File: src/rtl/fetch_stage_if.sv
// ============================================================================
// Module      : fetch_stage_if
// Description : Pipeline-side and instruction-memory signals of the fetch stage
// Revision    : 1.0  initial release
// ============================================================================
`default_nettype none

interface fetch_stage_if;
   logic        freeze;
   logic        branch_taken;
   logic [31:0] branch_addr;
   logic        imem_req;
   logic [31:0] imem_addr;
   logic        imem_rvalid;
   logic [31:0] imem_rdata;
   logic [31:0] instruction;
   logic [31:0] pc_out;
   logic        if_valid;
   logic        fetch_stall;

   // The fetch stage itself
   modport master (
      input  freeze, branch_taken, branch_addr, imem_rvalid, imem_rdata,
      output imem_req, imem_addr, instruction, pc_out, if_valid, fetch_stall
   );

   // Environment: decode/execute stages plus instruction memory
   modport slave (
      output freeze, branch_taken, branch_addr, imem_rvalid, imem_rdata,
      input  imem_req, imem_addr, instruction, pc_out, if_valid, fetch_stall
   );
endinterface

`default_nettype wire

File: src/rtl/fetch_stage.sv
// ============================================================================
// Module      : fetch_stage
// Description : Instruction fetch with one outstanding read, stall and redirect
// Revision    : 1.0  initial release
// ============================================================================
`default_nettype none

module fetch_stage #(
   parameter logic [31:0] NOP_INSTR = 32'hE0000000
) (
   input  logic          clk,
   input  logic          rst,
   fetch_stage_if.master bus
);

   typedef enum logic [1:0] {
      S_FETCH   = 2'd0,
      S_WAIT    = 2'd1,
      S_READY   = 2'd2,
      S_DISCARD = 2'd3
   } state_t;

   state_t      r_state;
   state_t      w_state_nxt;
   logic [31:0] r_pc;
   logic [31:0] w_pc_nxt;
   logic [31:0] r_inst_buf;
   logic [31:0] w_inst_nxt;
   logic [31:0] r_pc_last;
   logic [31:0] w_pc_plus4;
   logic [31:0] w_addr;
   logic        w_req;
   logic        w_ready;

   assign w_pc_plus4 = r_pc + 32'd4;
   assign w_ready    = (r_state == S_READY);
   assign w_addr     = bus.branch_taken ? bus.branch_addr :
                       (w_ready ? w_pc_plus4 : r_pc);

   always_comb begin
      w_state_nxt = r_state;
      w_pc_nxt    = r_pc;
      w_inst_nxt  = r_inst_buf;
      w_req       = 1'b0;
      unique case (r_state)
         S_FETCH: begin
            w_req       = 1'b1;
            w_pc_nxt    = w_addr;
            w_state_nxt = S_WAIT;
            if (bus.branch_taken) w_inst_nxt = NOP_INSTR;
         end
         S_WAIT: begin
            // A redirect while a read is in flight must let that read drain
            if (bus.branch_taken) begin
               w_pc_nxt    = bus.branch_addr;
               w_state_nxt = bus.imem_rvalid ? S_FETCH : S_DISCARD;
            end else if (bus.imem_rvalid) begin
               w_inst_nxt  = bus.imem_rdata;
               w_state_nxt = S_READY;
            end
         end
         S_READY: begin
            if (bus.branch_taken || !bus.freeze) begin
               w_req       = 1'b1;
               w_pc_nxt    = w_addr;
               w_state_nxt = S_WAIT;
               if (bus.branch_taken) w_inst_nxt = NOP_INSTR;
            end
         end
         S_DISCARD: begin
            if (bus.branch_taken) w_pc_nxt = bus.branch_addr;
            if (bus.imem_rvalid) w_state_nxt = S_FETCH;
         end
         default: w_state_nxt = S_FETCH;
      endcase
   end

   always_ff @(posedge clk or posedge rst) begin
      if (rst) begin
         r_state    <= S_FETCH;
         r_pc       <= 32'd0;
         r_inst_buf <= NOP_INSTR;
         r_pc_last  <= 32'd0;
      end else begin
         r_state    <= w_state_nxt;
         r_pc       <= w_pc_nxt;
         r_inst_buf <= w_inst_nxt;
         if (w_ready) r_pc_last <= w_pc_plus4;
      end
   end

   // FETCH requests combinationally, so the strobe is masked during reset
   assign bus.imem_req    = w_req & ~rst;
   assign bus.imem_addr   = w_addr;
   assign bus.if_valid    = w_ready;
   assign bus.fetch_stall = ~w_ready;
   assign bus.instruction = w_ready ? r_inst_buf : NOP_INSTR;
   assign bus.pc_out      = w_ready ? w_pc_plus4 : r_pc_last;

endmodule

`default_nettype wire

File: src/flat_wrapper.sv
// flat-port wrapper written by rule: the top's interface ports become plain ports
module fetch_stage_flat 
#(
   parameter logic [31:0] NOP_INSTR = 32'hE0000000
)
  (clk, rst, bus_freeze, bus_branch_taken, bus_branch_addr, bus_imem_rvalid, bus_imem_rdata, bus_imem_req, bus_imem_addr, bus_instruction, bus_pc_out, bus_if_valid, bus_fetch_stall);
  fetch_stage_if bus_i ();
  input  logic clk;
  input  logic rst;
  input wire logic [$bits(bus_i.freeze)-1:0] bus_freeze;
  input wire logic [$bits(bus_i.branch_taken)-1:0] bus_branch_taken;
  input wire logic [$bits(bus_i.branch_addr)-1:0] bus_branch_addr;
  input wire logic [$bits(bus_i.imem_rvalid)-1:0] bus_imem_rvalid;
  input wire logic [$bits(bus_i.imem_rdata)-1:0] bus_imem_rdata;
  output wire logic [$bits(bus_i.imem_req)-1:0] bus_imem_req;
  output wire logic [$bits(bus_i.imem_addr)-1:0] bus_imem_addr;
  output wire logic [$bits(bus_i.instruction)-1:0] bus_instruction;
  output wire logic [$bits(bus_i.pc_out)-1:0] bus_pc_out;
  output wire logic [$bits(bus_i.if_valid)-1:0] bus_if_valid;
  output wire logic [$bits(bus_i.fetch_stall)-1:0] bus_fetch_stall;
  assign bus_i.freeze = bus_freeze;
  assign bus_i.branch_taken = bus_branch_taken;
  assign bus_i.branch_addr = bus_branch_addr;
  assign bus_i.imem_rvalid = bus_imem_rvalid;
  assign bus_i.imem_rdata = bus_imem_rdata;
  assign bus_imem_req = bus_i.imem_req;
  assign bus_imem_addr = bus_i.imem_addr;
  assign bus_instruction = bus_i.instruction;
  assign bus_pc_out = bus_i.pc_out;
  assign bus_if_valid = bus_i.if_valid;
  assign bus_fetch_stall = bus_i.fetch_stall;
  fetch_stage #(.NOP_INSTR(NOP_INSTR)) u_core (.clk(clk), .rst(rst), .bus(bus_i));
endmodule
File: config.mk
export PLATFORM = sky130hd
export DESIGN_NAME = fetch_stage_flat
export DESIGN_NICKNAME = d
export VERILOG_FILES = /design/src/rtl/fetch_stage_if.sv /design/src/rtl/fetch_stage.sv /design/src/flat_wrapper.sv
export SDC_FILE = /design/constraint.sdc
export NUM_CORES = 1
export LEC_CHECK = 0
export CAP_MARGIN = 10
export CORE_ASPECT_RATIO = 2
export CORE_MARGIN = 5
export CORE_UTILIZATION = 29
export CTS_CLUSTER_DIAMETER = 120
export DETAILED_ROUTE_END_ITERATION = 8
export HOLD_SLACK_MARGIN = 0.12
export PLACE_DENSITY = 0.61
export SETUP_SLACK_MARGIN = 0.4
export SLEW_MARGIN = 0
export SYNTH_ARGS = -nofsm -noshare
export SYNTH_HDL_FRONTEND = slang
export SYNTH_SLANG_ARGS = --single-unit
export TNS_END_PERCENT = 5
File: constraint.sdc
create_clock -name clk -period 4.6 [get_ports clk]
set_input_delay 0.92 -clock clk [delete_from_list [all_inputs] [get_ports clk]]
set_output_delay 0.92 -clock clk [all_outputs]
set_load 0.01 [all_outputs]
==> results.toml, run 1 <==
[drt]
drc = 0
dr_wl_met3_mm = 1.06
highest_layer = "met4"
dr.pass1.iters = 4
via_count = 5162
wl_met2_mm = 9.97
met1_length_mm = 6.74
drtIter0Drc = 154
wl_per_cell_um = 17.1
wirelength_mm = 18.3
ant_nets = 0
via_per_inst = 4.80

[clocking]
insertion_delay_ns = 0.36
cts_tree = "done"
hold_buffers = 0
cts.sinks = 98
cts_buffers = 9
clock_path_buffers = 2
cts_root_buf = "clkbuf_16"
clk_pin_slew_worst_paths_ns = 0.06
htree_levels = 3

[setup_path]
r2r-start = "u_core.r_state[0]$_DFFE_PP0P_"
required_ns = 3.68
arrival_ns = 3.17
endpoint_kind = "output pin"
start_kind = "register"
worstPathMaxFanout = 7
critPathLaunch = "u_core.r_pc[3]$_DFFE_PP0P_"
reg2reg_depth = 6
crit_type = "register to output pin"
rrSetupSlack_ns = 2.10

[finish]
regArea_um2 = 2460
layout_common_cells = "166 x clkdlybuf4s50_1, 140 x nand2_1, 94 x dfrtp_1, 89 x o21ai_0, 35 x xor2_1"
multi_input_area_um2 = 2980
final_cells = 1075
fill_cells = 2002
antenna_cells = 0
nNetsFinal = 881
areaGrowthSynthToFinish_pct = 38.7
drive_gt1_share_pct = 8.70
final_common_cell = "clkdlybuf4s50_1"

[synth]
async_flop_share_pct = 100
synthMuxAreaShare_pct = 3.54
ys_seq_area_share_pct = 43.1
synthXorXnorAreaFrac_pct = 9.69
ys_ff_latch = 98
syn_nets = 740
synth-simple-area-share_pct = 24.4
synth_cell_types = 50
synth_largest_area_cell = "dfrtp_1"
synthFlopType = "dfrtp_1"
mappedNetlistArea_um2 = 5690
synth.avg_cell_area_um2 = 8.50
synthTopCellsByArea = "dfrtp_1 42%, nand2_1 9.2%, o21ai_0 7.8%"
synth_top_area_share_pct = 41.8
synthCells = 670
synthAdderAreaFrac_pct = 0.220
synth_top_family_by_area = "simple AND/OR/NAND/NOR gates"
synth_enable_flop_cells = 0
yosys_warnings = 0
synth_compound_area_share_pct = 14.1

[die]
die-area_um2 = 22700
fp-row-count = 72
ioPinCount = 168
coreArea_um2 = 19400
fp.dieH_um = 208
dieWidth_um = 109
start_util_pct = 29.4

[placed_design]
placedCellCount = 1056
dp_hpwl_mm = 13.8
pre_cts_ws_ns = 0.634
routabilityCongestion = 0.816
port_buffers = 167

[grt]
grt_use_total_pct = 16.8
grt_pass1_vias = 5427
grt_start_max_net_pins = 67
grt-ovfl-total = 0
antenna_found_initial = 0
grt_pass1_wl_mm = 29.7

[sta]
finalClockSkew_ns = 0.0143
setup_slack_ns = 0.509
fmax_ghz = 0.244
maxSlewViolCount = 0
hold_viol = 0
fin_crit_ns = 4.09
fin_setup_tns_ns = 0
slew-limit-headroom_pct = 41.3
tightest_slew_ns = 0.878
report.final.setup_viol = 0
hold_ws_ns = 0.468
rsz0062_at_grt = "true"
period_share_pct = 88.9

[flow_run]
cap_violations = 0

[pwr]
ir_drop_uv = 213
p_total_mw = 3.74
p_leak_nw = 3.08
pwr_density_cell_nw_per_um2 = 474

[worst_hold_path]
hold_start = "u_core.r_inst_buf[15]$_DFFE_PP0P_"
holdPathStages = 2
hp-class = "register to register"

[status]
status = "completed"
-- cells by family after synthesis --
kind of cell | count (synthesis)
simple gates | 286
buf+inv | 63
xor+xnor | 63
compound gates | 141
mux | 18
flops | 98
fa+ha+maj | 1
-- through the flow --
stage          cell area, um^2  utilization [%]
2_1_floorplan             5690                -
3_3_place_gp              7570             39.1
3_5_place_dp              7570             39.1
4_1_cts                   7900             40.8
5_1_grt                   7900             40.8
6_report                  7900             40.8
-- cells in the mapped netlist (all sizes together) (2+ instances only) --
| cell type | instances |
|---|---|
| dfrtp | 95 |
| o311ai | 9 |
| o211ai | 9 |
| o31ai | 7 |
| mux2 | 17 |
| dfstp | 3 |
| and4 | 3 |
| nor2 | 30 |
| a21oi | 14 |
| nand4 | 10 |
| and2 | 30 |
| clkbuf | 35 |
| nand3 | 26 |
| buf | 18 |
| or3 | 4 |
| and3 | 8 |
| inv | 10 |
| nor4b | 2 |
| a31oi | 7 |
| o22ai | 2 |
| xnor2 | 28 |
| xor2 | 35 |
| o21ai | 89 |
| nor3 | 17 |
| nand2b | 4 |
| nand2 | 141 |
| nor4 | 6 |
-- what timing repair did --
item / 4_1_cts / 5_1_grt
pin swaps: 1 / 0
setup buffers: 3 / 0
gates resized for setup: 0 / 2
endpoints found under the setup margin: 5 / 7
-- where the power goes --
group,switching (mW),internal (mW)
registers,0.181,1.16
logic,0.879,0.735
clock network,0.339,0.451
total,1.40,2.34
-- worst max-delay path, cell delays in order, from the launching register on --
cell and delay [ns]:
dfrtp_1 0.43, ha_1 0.25, and3_2 0.28, nand3_2 0.11
or4b_1 0.66, or3_1 0.36, a31oi_1 0.17, clkdlybuf4s50_1 0.56
-- final timing paths --
kind / to
max: bus_imem_addr[28]
min: u_core.r_inst_buf[15]$_DFFE_PP0P_
max reg2reg: u_core.r_pc[24]$_DFFE_PP0P_
min reg2reg: u_core.r_inst_buf[15]$_DFFE_PP0P_
max in group asynchronous: u_core.r_inst_buf[30]$_DFFE_PP1P_
min in group asynchronous: u_core.r_pc[31]$_DFFE_PP0P_
-- sequential cells by signal, indices dropped and copies added (netlist names) --
name,flops
u_core.r_inst_buf,32
u_core.r_pc,32
u_core.r_pc_last,32
u_core.r_state,2
-- cell type report --
cell class,count,share of cell area [%]
clock buffers,12,3.25
well taps,259,4.10
multi-input cells,509,37.8
clock inverters,4,0.634
inverters,10,0.507
repair buffers,183,22.6
flip-flops and latches,98,31.1
-- metal layers --
metal  global-route usage [%]  vias to the layer above
li1                         -                     2566
met1                     18.1                     2419
met2                     30.5                      149
met3                     3.82                       28
met4                     7.11                        0
met5                        0                        -
(Power assumes the default switching activity.)
==> run 2: changes to the inputs <==
Settings changed: CAP_MARGIN 10 to 20.
==> results of run 2 <==
The final DEF is identical to that of run 1; final timing and power are the same.
